File: src/rtl/scoreboard_hazard_unit.sv
// Hazard unit for the 5-stage core: forwarding, load-use, cache-miss and branch-flush control,
// plus a per-register latency scoreboard that stalls decode on hazards against multi-cycle ops.
module scoreboard_hazard_unit #(
   parameter int unsigned REG_AW         = 5,
   parameter int unsigned LAT_W          = 4,
   parameter int unsigned ZERO_HARDWIRED = 1
) (
   input  logic              clk,
   input  logic              rst,
   input  logic [REG_AW-1:0] rs1_d,
   input  logic [REG_AW-1:0] rs2_d,
   input  logic [REG_AW-1:0] rs3_d,
   input  logic [REG_AW-1:0] rd_d,
   input  logic              rs1_used_d,
   input  logic              rs2_used_d,
   input  logic              rs3_used_d,
   input  logic              rd_used_d,
   input  logic [REG_AW-1:0] rs1_e,
   input  logic [REG_AW-1:0] rs2_e,
   input  logic [REG_AW-1:0] rs3_e,
   input  logic [REG_AW-1:0] rd_e,
   input  logic              pc_src_e,
   input  logic              result_src_e_0,
   input  logic              issue_mc_e,
   input  logic [LAT_W-1:0]  lat_e,
   input  logic [REG_AW-1:0] rd_m,
   input  logic              reg_write_m,
   input  logic              result_src_m_0,
   input  logic              cache_data_valid,
   input  logic [REG_AW-1:0] rd_w,
   input  logic              reg_write_w,
   output logic              stall_f,
   output logic              stall_d,
   output logic              stall_e,
   output logic              stall_m,
   output logic              stall_w,
   output logic              flush_d,
   output logic              flush_e,
   output logic [1:0]        forward_a_e,
   output logic [1:0]        forward_b_e,
   output logic [1:0]        forward_c_e,
   output logic              sb_busy_any
);

   localparam int unsigned NREG = 2 ** REG_AW;

   logic [NREG-1:0]             busy_q, busy_d;
   logic [NREG-1:0][LAT_W-1:0]  cnt_q, cnt_d;
   logic                        cache_stall, lw_stall, sb_stall, issue_accept;

   // Register 0 is inert in the integer file.
   function automatic logic live(input logic [REG_AW-1:0] r);
      return (ZERO_HARDWIRED == 0) || (r != '0);
   endfunction

   function automatic logic [1:0] fwd_sel(input logic [REG_AW-1:0] rs,
                                          input logic [REG_AW-1:0] rdm, input logic wm,
                                          input logic [REG_AW-1:0] rdw, input logic ww);
      if (!live(rs))            return 2'b00;
      if (wm && (rs == rdm))    return 2'b10;
      if (ww && (rs == rdw))    return 2'b01;
      return 2'b00;
   endfunction

   always_comb begin
      cache_stall = result_src_m_0 & ~cache_data_valid;
      lw_stall    = result_src_e_0 & live(rd_e) &
                    ((rs1_used_d & (rs1_d == rd_e)) |
                     (rs2_used_d & (rs2_d == rd_e)) |
                     (rs3_used_d & (rs3_d == rd_e)));
      sb_stall    = (rs1_used_d & live(rs1_d) & busy_q[rs1_d]) |
                    (rs2_used_d & live(rs2_d) & busy_q[rs2_d]) |
                    (rs3_used_d & live(rs3_d) & busy_q[rs3_d]) |
                    (rd_used_d  & live(rd_d)  & busy_q[rd_d]);
      issue_accept = issue_mc_e & ~cache_stall & live(rd_e);
   end

   always_comb begin
      busy_d = busy_q;
      cnt_d  = cnt_q;
      if (!cache_stall) begin
         for (int i = 0; i < NREG; i++) begin
            if (busy_q[i]) begin
               if (cnt_q[i] == LAT_W'(1)) begin
                  busy_d[i] = 1'b0;
                  cnt_d[i]  = '0;
               end else begin
                  cnt_d[i] = cnt_q[i] - LAT_W'(1);
               end
            end
         end
      end
      // Applied after the countdown so a same-edge reissue overrides the clear.
      if (issue_accept) begin
         busy_d[rd_e] = 1'b1;
         cnt_d[rd_e]  = (lat_e == '0) ? LAT_W'(1) : lat_e;
      end
   end

   always_ff @(posedge clk) begin
      if (rst) begin
         busy_q <= '0;
         cnt_q  <= '0;
      end else begin
         busy_q <= busy_d;
         cnt_q  <= cnt_d;
      end
   end

   always_comb begin
      stall_f     = rst | lw_stall | sb_stall | cache_stall;
      stall_d     = stall_f;
      stall_e     = cache_stall & ~rst;
      stall_m     = stall_e;
      stall_w     = stall_e;
      flush_d     = rst | pc_src_e;
      // E holds during a cache stall so the hazard is re-evaluated afterwards.
      flush_e     = rst | ((lw_stall | sb_stall | pc_src_e) & ~cache_stall);
      forward_a_e = rst ? 2'b00 : fwd_sel(rs1_e, rd_m, reg_write_m, rd_w, reg_write_w);
      forward_b_e = rst ? 2'b00 : fwd_sel(rs2_e, rd_m, reg_write_m, rd_w, reg_write_w);
      forward_c_e = rst ? 2'b00 : fwd_sel(rs3_e, rd_m, reg_write_m, rd_w, reg_write_w);
      sb_busy_any = |busy_q;
   end

endmodule

File: config.mk
export PLATFORM = sky130hd
export DESIGN_NAME = scoreboard_hazard_unit
export DESIGN_NICKNAME = d
export VERILOG_FILES = /design/src/rtl/scoreboard_hazard_unit.sv
export SDC_FILE = /design/constraint.sdc
export NUM_CORES = 1
export LEC_CHECK = 0
export ABC_AREA = 1
export CAP_MARGIN = 30
export CORE_ASPECT_RATIO = 0.6
export CORE_MARGIN = 1
export CORE_UTILIZATION = 40
export DETAILED_ROUTE_END_ITERATION = 7
export PLACE_DENSITY = 0.55
export SYNTH_ARGS = -nofsm -noshare
export SYNTH_HDL_FRONTEND = slang
export SYNTH_SLANG_ARGS = --single-unit
File: constraint.sdc
create_clock -name clk -period 2.4 [get_ports clk]
set_input_delay 0.48 -clock clk [delete_from_list [all_inputs] [get_ports clk]]
set_output_delay 0.48 -clock clk [all_outputs]
set_load 0.02 [all_outputs]
==> results.yml <==
outcome:
  run_status: "finished, violations left"
  violations: "design-rule violations, negative setup slack"
cts:
  number_of_h_tree_levels: 4
  cts_inserted_buffers: 17
  clock_insertion_delay_worst_skew_ns: 0.46
  clock_sinks: 160
  cts_tree: "yes"
  root_buffer: "sky130_fd_sc_hd__clkbuf_16"
  cts_buffer_depth: 2
  cts.reportedPaths.clkPinSlew_ns: 0.06
routing:
  mean_routed_wirelength_per_cell_um: 16.9
  drcViolationCount: 4
  detailroute.via_count: 12800
  count_of_nets_left_with_antenna_violations_after_detail_routing: 0
  viasPerCell: 5.28
  length_of_the_first_detailed_routing_pass_in_iterations: 8
  wl_um: 40900
  drt_iter0_drc: 1181
synth:
  number_of_enable_type_register_cells_in_the_synthesized_netlist: 0
  synth_cell_count_leaders: "sky130_fd_sc_hd__inv_1, sky130_fd_sc_hd__nand2_1, sky130_fd_sc_hd__o21ai_0"
  yosysUniqueCellTypes: 41
  postSynthRegisterBits: 160
  synthesis.nets: 1891
  ys_top_cells_by_area: "sky130_fd_sc_hd__dfxtp_1, sky130_fd_sc_hd__o21ai_0, sky130_fd_sc_hd__inv_1"
  netlist.area_leader.share_pct: 28.2
  synth.cell_area_mm2: 0.0114
  netlist_instances: 1760
  synth_top_flop_cell: "sky130_fd_sc_hd__dfxtp_1"
  avgSynthCellArea_um2: 6.46
  synth-async-reset-ratio_pct: 0
  synth_sequential_area_ratio_pct: 28.2
  yosysWarningCount: 0
  synth_top_cell_by_area: "sky130_fd_sc_hd__dfxtp_1"
  synth.most_common_cell: "sky130_fd_sc_hd__inv_1"
setup_path:
  worstSetupEndpointType: "output pin"
  critical-path-top-cell-by-count: "sky130_fd_sc_hd__nand2_1"
  cp-start-kind: "input port"
  maximum_single_stage_delay_on_the_critical_path_ns: 0.27
  cp_cell_sequence: "dlygate4sd2_1, clkinv_2, buf_4, nand3_1, nand3b_1, nand2_1, nor2_1, nand2_1, nand3_1, nand2_1, nor2_2, buf_6, nand4_1, buf_4"
  worst_path_max_delay_cell: "sky130_fd_sc_hd__dlygate4sd2_1"
  buffers_plus_inverters_on_the_worst_setup_path: 5
  critical_path_arrival_ns: 2.23
  timing.critical_path.fanout_max: 8
  crit_required_ns: 1.92
  critPathTopFamily: "simple AND/OR/NAND/NOR gates"
  setup.worst_path.class: "in -> out"
job:
  timing.max_cap.violations: 0
place:
  port_buffers: 80
  gp_routability_congestion: 0.987
  hpwl_um: 30300
  placed_cell_area_mm2: 0.0142
  dp_worst_setup_slack_ns: -1.00
die:
  placeableCoreArea_mm2: 0.0278
  io_pins: 81
  initial_core_utilization_pct: 41.0
  die_height_um: 133
  die_width_um: 220
  std_cell_rows: 47
  dieArea_mm2: 0.0291
pwr:
  worst_ir_drop_vdd_mv: 0.399
  pwr_density_cell_mw_per_mm2: 445
  leakagePower_nw: 6.45
global_routing:
  antenna_found_initial: 0
  grt_pass1_vias: 11400
  grt_overflow: 0
  grt_first_pass_wirelength_um: 64000
  gr-usage-all-layers_pct: 28.5
  grt_max_degree: 133
layout:
  fill_cells: 2777
  design_area_mm2: 0.0152
  syn_to_final_growth_pct: 33.3
  seq_area_mm2: 0.00323
  post_route_cells_drive_above_1_share_pct: 21.2
  multiInputGateArea_mm2: 0.00702
  n_antenna_cell: 0
  final_net_count: 2168
sta:
  timing.final.crit_period_ns: 2.71
  setup_violations: 4
  grt_setup_unrepaired: "yes"
  fmax_mhz: 369
  slew_headroom_pct: 62.2
  timing.setup.tns_ns: -0.916
  finalHoldViolCount: 0
  post-route-worst-setup-slack_ns: -0.307
  final_worst_path_period_share_pct: 113
  slew_of_the_pin_with_the_lowest_slew_margin_ns: 0.567
  timing.clock.skew_ns: 0.0110
  finalMaxSlewViolations: 0
hold_path:
  worstHoldPathType: "reg -> reg"
logic make-up (layout without fill, tap and decap cells):
kind of cell             count (synthesis)  after routing  synth area share, %
buffers and inverters                  347            637                 11.8
AND/OR/NAND/NOR                        656            656                 26.4
AO/OA/AOI/OAI                          485            485                 22.6
XOR/XNOR                                25             25                 1.93
multiplexers                            23             23                 2.02
flip-flops                             160            160                 28.2
adder cells (fa/ha/maj)                 64             64                 7.04
worst paths after layout:
check / from / to / slack, ns / cells after the start
worst max-delay path: rs1_d[1] / stall_f / -0.31 / 14
worst min-delay path: cnt_q[66]$_SDFF_PP0_ / cnt_q[66]$_SDFF_PP0_ / 0.49 / 2
worst max register to register: busy_q[18]$_SDFF_PP0_ / cnt_q[75]$_SDFF_PP0_ / 0.59 / 9
worst min register to register: cnt_q[66]$_SDFF_PP0_ / cnt_q[66]$_SDFF_PP0_ / 0.49 / 2
layer usage:
metal	up-vias	track usage, %	share of wire, %
li1	6478	-	-
met1	5773	44.6	52
met2	451	37.4	38
met3	51	6.62	8.0
met4	0	8.31	1.9
met5	-	0	0
layout make-up:
| class | instances | area share [%] |
|---|---|---|
| sequential | 160 | 21.3 |
| tap | 367 | 3.03 |
| timing repair buffer | 315 | 18.0 |
| inverter | 290 | 7.35 |
| clock inverter | 14 | 1.03 |
| clock buffer | 18 | 2.90 |
| multi-input combinational | 1253 | 46.3 |
where the power goes:
part	internal (mW)	switching (mW)	total, mW
Combinational	0.471	0.696	1.17
Sequential	2.70	0.0319	2.73
Clock	1.57	1.27	2.85
Total	4.74	2.00	6.74
sequential cells by signal (all words and copies together), names as in the netlist:
signal / cells
cnt_q: 128
busy_q: 32
placed cells by master, fill, tap and decap left out, drive strengths merged, types with 11 or more instances in the layout:
| master | instances |
|---|---|
| a21oi | 191 |
| a31oi | 18 |
| buf | 246 |
| clkbuf | 22 |
| clkdlybuf4s50 | 21 |
| clkinv | 11 |
| dfxtp | 160 |
| dlygate4sd2 | 32 |
| ha | 64 |
| inv | 287 |
| mux2i | 23 |
| nand2 | 255 |
| nand3 | 173 |
| nand4 | 38 |
| nor2 | 144 |
| nor3 | 27 |
| nor4 | 11 |
| o211ai | 15 |
| o21ai | 229 |
| o22ai | 15 |
| xor2 | 24 |
what timing repair did:
| action | in CTS | in global routing |
|---|---|---|
| hold buffers | 0 | 0 |
| setup endpoints to repair | 13 | 18 |
| pin swaps | 29 | 16 |
| buffers inserted | 10 | 0 |
| resized for setup | 197 | 50 |
| gates cloned | 2 | 1 |
worst min-delay path, stage by stage, from the launching register on:
cell                      delay, ns
sky130_fd_sc_hd__dfxtp_1       0.31
sky130_fd_sc_hd__nand2_1       0.06
sky130_fd_sc_hd__a31oi_1       0.07
metrics by stage:
| step | power, mW | instances | hold slack, ns | utilization, % |
|---|---|---|---|---|
| after floorplan | 3.34 | 1760 | 0.452 | - |
| after detailed placement | 3.89 | 2373 | 0.469 | 51.1 |
| after global placement | 3.88 | 2373 | 0.462 | 51.1 |
| final | 6.74 | 2417 | 0.488 | 54.6 |
| after global routing | 7.00 | 2417 | 0.521 | 54.6 |
| after CTS | 6.76 | 2416 | 0.492 | 54.2 |
Power figures use the tool's default switching activity.
==> patch 1: new RTL, same flow settings <==
Reset style: asynchronous (`rst`), changed in one clocked block.
--- a/src/rtl/scoreboard_hazard_unit.sv
+++ b/src/rtl/scoreboard_hazard_unit.sv
@@ -98,5 +98,5 @@
    end
 
-   always_ff @(posedge clk) begin
+   always_ff @(posedge clk or posedge rst) begin
       if (rst) begin
          busy_q <= '0;
Function: changed (Yosys sat finds a counterexample within 4 cycles, from zero or initial values and one cycle with rst high; the reset may be asserted at any time).
==> patch 1 against the unedited design <==
The run ends with negative setup slack left; first-iteration DRC count increased by 3.0%; synthesized area increased by 3.5%; synthesized cell count decreased by 6.0%; via count decreased by 5.0%; setup slack improved by 0.041 ns; sequential cell count unchanged; count of clock-buffer cells in the layout unchanged; routed wire length decreased by 2.0%; cell area increased by 2.4%; maximum frequency increased by 1.5%.
Power is not compared: it rests on default switching activity, and its combinational part moved more than twofold at a synthesized area within 25%.
==> patch 1: results (changes against the unedited design) <==
Run status
  – Violated checks: negative setup slack (was design-rule violations, negative setup slack)
  – Result of the run: complete, but fails checks (unchanged)

Finish
  – Number of filler instances in the final layout: 2,836 (was 2,777)
  – Share of final-layout standard cells stronger than drive strength 1: 21.9% (was 21.2%)
  – Total number of nets in the final design: 2,064 (was 2,168)

Drt
  – Number of iterations in the first detailed-routing pass: 5 (was 8)
  – Mean number of vias per cell: 5.22 (was 5.28)
  – Vias after detailed routing: 12,114 (was 12,753)
  – Wire length on met2: 15,900 um (was 15,600 um)

GRT
  – Vias in the first global route: 11,299 (was 11,422)
  – Pin count of the biggest net entering global routing: 80 (was 133)
  – Global-route met1 utilization: 42.2% (was 44.6%)

STA
  – Worst setup margin: -0.266 ns (was -0.307 ns)
  – Setup Viol. Count Final: 4 (unchanged)
  – Setup TNS after final layout: -0.865 ns (was -0.916 ns)
  – Worst Max-Slew Pin Slew: 0.609 ns (was 0.567 ns)

Worst setup path
  – Category of cells accounting for the largest share of critical-path delay: buffers and inverters (was simple AND/OR/NAND/NOR gates)
  – Arrival @ worst endpoint: 2.19 ns (was 2.23 ns)
  – Worst Path Max Fanout: 4 (was 8)

Synth
  – Number of nets produced by synthesis: 1,785 (was 1,891)
  – Share of flip-flops with an asynchronous set or reset: 100% (was 0%)
  – Mean cell area of the mapped netlist: 7.11 sq um (was 6.46 sq um)
  – Number of distinct standard cells referenced by the synthesized netlist: 46 (was 41)
  – Post-synthesis sequential area ratio: 34.0% (was 28.2%)

Placement
  – Routability Congestion: 0.972 (was 0.987)
## patch 1: power breakdown
group	switching (uW)	internal [uW]
combinational	4200	3080
sequential	985	3960
clock	1240	1790
## patch 1: kinds of logic (layout without fill, tap and decap cells)
family | Yosys count | after routing | synth area share [%]
AO/OA/AOI/OAI | 381 | 381 | 17.9
buffers and inverters | 302 | 594 | 10.4
AND/OR/NAND/NOR | 710 | 710 | 28.0
adder cells (fa/ha/maj) | 64 | 64 | 6.81
flip-flops | 160 | 160 | 34.0
multiplexers | 9 | 9 | 0.766
XOR/XNOR | 28 | 28 | 2.08
## patch 1: worst min-delay path, stage by stage
cell and delay, ns:
clkbuf_2 0.18, buf_4 0.20, clkinvlp_4 0.06, buf_4 0.43
## patch 1: area by class of cell
cell class / count / share of cell area, %
inverters: 260 / 6.51
multi-input cells: 1192 / 43.7
flip-flops and latches: 160 / 25.9
repair buffers: 302 / 16.7
well taps: 375 / 3.02
clock inverters: 14 / 1.31
clock buffers: 18 / 2.83
## patch 1: path summary, 6_finish.rpt
check	cells after the start	startpoint	endpoint	slack (ns)
worst max-delay path	7	busy_q[20]$_DFF_PP0_	sb_busy_any	-0.27
worst min-delay path	4	rst	cnt_q[112]$_DFF_PP0_	0.46
worst max register to register	10	busy_q[28]$_DFF_PP0_	cnt_q[115]$_DFF_PP0_	0.65
worst min register to register	2	cnt_q[1]$_DFF_PP0_	cnt_q[1]$_DFF_PP0_	0.51
max in group asynchronous	5	rst	busy_q[4]$_DFF_PP0_	0.87
min in group clk	2	cnt_q[1]$_DFF_PP0_	cnt_q[1]$_DFF_PP0_	0.51
## patch 1: timing repair
item	in CTS	in global routing
gates cloned	1	0
setup buffers	6	3
resized for setup	168	75
setup endpoints to repair	14	13
pin swaps	25	25
==> patch 2: new RTL, config.mk and constraints unchanged <==
Made on the original files. `REG_AW`: 5 -> 4.
--- a/src/rtl/scoreboard_hazard_unit.sv
+++ b/src/rtl/scoreboard_hazard_unit.sv
@@ -2,5 +2,5 @@
 // plus a per-register latency scoreboard that stalls decode on hazards against multi-cycle ops.
 module scoreboard_hazard_unit #(
-   parameter int unsigned REG_AW         = 5,
+   parameter int unsigned REG_AW         = 4,
    parameter int unsigned LAT_W          = 4,
    parameter int unsigned ZERO_HARDWIRED = 1
Ports: changed (10 resized); port bits go from 81 to 71. The function was not compared with the original's and may differ.
==> patch 2 against the unedited design <==
Clock power down 44%; maximum frequency up 17%; routed wire length down 53%; total power down 44%; setup slack better by 0.39 ns; synthesized area down 48%; sequential cell count down 80; cell area down 47%.
==> patch 2: results (changes against the unedited design) <==
Clocking
  – Clock latency on the worst-skew pair: 0.35 ns (was 0.46 ns)
  – Cts bufs inserted: 9 (was 17)
  – Clock H-tree levels: 3 (was 4)

Synth
  – Post-synthesis sequential area ratio: 27.0% (was 28.2%)
  – Area contributors post-synth: dfxtp_1, nand2_1, inv_1 (was dfxtp_1, o21ai_0, inv_1)
  – Mean cell area of the mapped netlist: 6.38 sq um (was 6.46 sq um)
  – Number of distinct standard cells referenced by the synthesized netlist: 40 (was 41)
  – Most used standard cells in the synthesized netlist: nand2_1, inv_1, o21ai_0, a21oi_1, dfxtp_1 (was inv_1, nand2_1, o21ai_0, a21oi_1, nand3_1)
  – Number of nets produced by synthesis: 1,018 (was 1,891)

STA
  – Fin Clk Skew: 0.00713 ns (was 0.0110 ns)

Drt
  – Mean number of vias per cell: 5.05 (was 5.28)
  – Final Routed Wirelength: 19,400 um (was 40,900 um)
  – Starting DRC count in detailed routing: 515 (was 1,181)

Worst setup path
  – Worst Path Max Fanout: 4 (was 8)
  – Reg-to-reg startpoint: busy_q[4]$_SDFF_PP0_ (was busy_q[18]$_SDFF_PP0_)
  – Delay of the slowest cell on the worst path: 0.38 ns (was 0.27 ns)
  – Path depth of the worst reg2reg path: 8 (was 9)

GRT
  – Pin count of the biggest net entering global routing: 58 (was 133)
  – Combined global-route utilization of all metal layers: 25.7% (was 28.5%)
  – First-pass GRT wire length: 30,500 um (was 64,000 um)
  – Vias in the first global route: 5,697 (was 11,422)

Placement
  – Post-DP HPWL: 14,800 um (was 30,300 um)
  – Routability Congestion: 0.968 (was 0.987)
  – Post-place instance area: 7630 sq um (was 14,200 sq um)

Finish
  – Total number of nets in the final design: 1,194 (was 2,168)
  – Registers with the highest flip-flop counts: cnt_q: 64 flops, busy_q: 16 flops (was cnt_q: 128 flops, busy_q: 32 flops)
  – Count of placed standard cells in the final layout, fillers left out: 1,308 (was 2,417)
  – Number of filler instances in the final layout: 1,498 (was 2,777)
  – Share of final-layout standard cells stronger than drive strength 1: 20.8% (was 21.2%)

Power and ir drop
  – VDD IR-drop max: 0.000372 V (was 0.000399 V)
  – Static leakage: 0.00371 uW (was 0.00645 uW)

Run status
  – Result of the run: finished, final reports clean (was complete, but fails checks)

Min path
  – Min-delay worst type: reg2reg (unchanged)
-- patch 2: cell families after synthesis --
logic type	Yosys count	synth area share (%)
xor gates and xnor gates	19	2.81
AOI/OAI and AO/OA	255	23.5
DFF	80	27.0
buffers and inverters	191	12.4
and+or+nand+nor	348	26.8
muxes	4	0.676
adders and majority gates	32	6.76
-- patch 2: report_power, final --
group / total, uW / switching (uW) / internal [uW] / leakage [uW]
Combinational: 755 / 427 / 328 / 0.00290
Clock: 1590 / 659 / 936 / 0.000165
Sequential: 1390 / 30.0 / 1360 / 0.000654
-- patch 2: metal layers --
| layer | track usage [%] | vias to the layer above | share of wire (%) |
|---|---|---|---|
| li1 | - | 3437 | - |
| met1 | 40.1 | 2959 | 55 |
| met2 | 35.1 | 194 | 38 |
| met3 | 5.34 | 11 | 6.7 |
| met4 | 4.73 | 0 | 0.73 |
| met5 | 0 | - | 0 |
-- patch 2: final timing paths --
kind	to	slack [ns]
hold / removal	cnt_q[38]$_SDFF_PP0_	0.48
setup reg to reg	cnt_q[19]$_SDFF_PP0_	0.59
hold reg to reg	cnt_q[38]$_SDFF_PP0_	0.48
setup / recovery	flush_e	0.09
-- patch 2: stage by stage --
stage	hold WS, ns	setup WS, ns	utilization [%]	total power, uW
after global placement	0.471	-0.671	52.8	2160
after CTS	0.480	0.00456	55.1	3740
after detailed placement	0.468	-0.712	52.8	2160
after floorplan	0.446	0.0608	-	1800
final	0.477	0.0870	55.7	3740
after global routing	0.520	-0.0389	55.7	3910
-- patch 2: cell type report --
type	count	area (sq um)	area share (%)
repair buffers	188	1520	18.8
multi-input cells	658	3700	45.9
inverters	167	628	7.80
clock inverters	7	114	1.41
repair inverters	1	3.75	0.0466
clock buffers	9	225	2.80
flip-flops and latches	80	1620	20.1
well taps	198	248	3.08
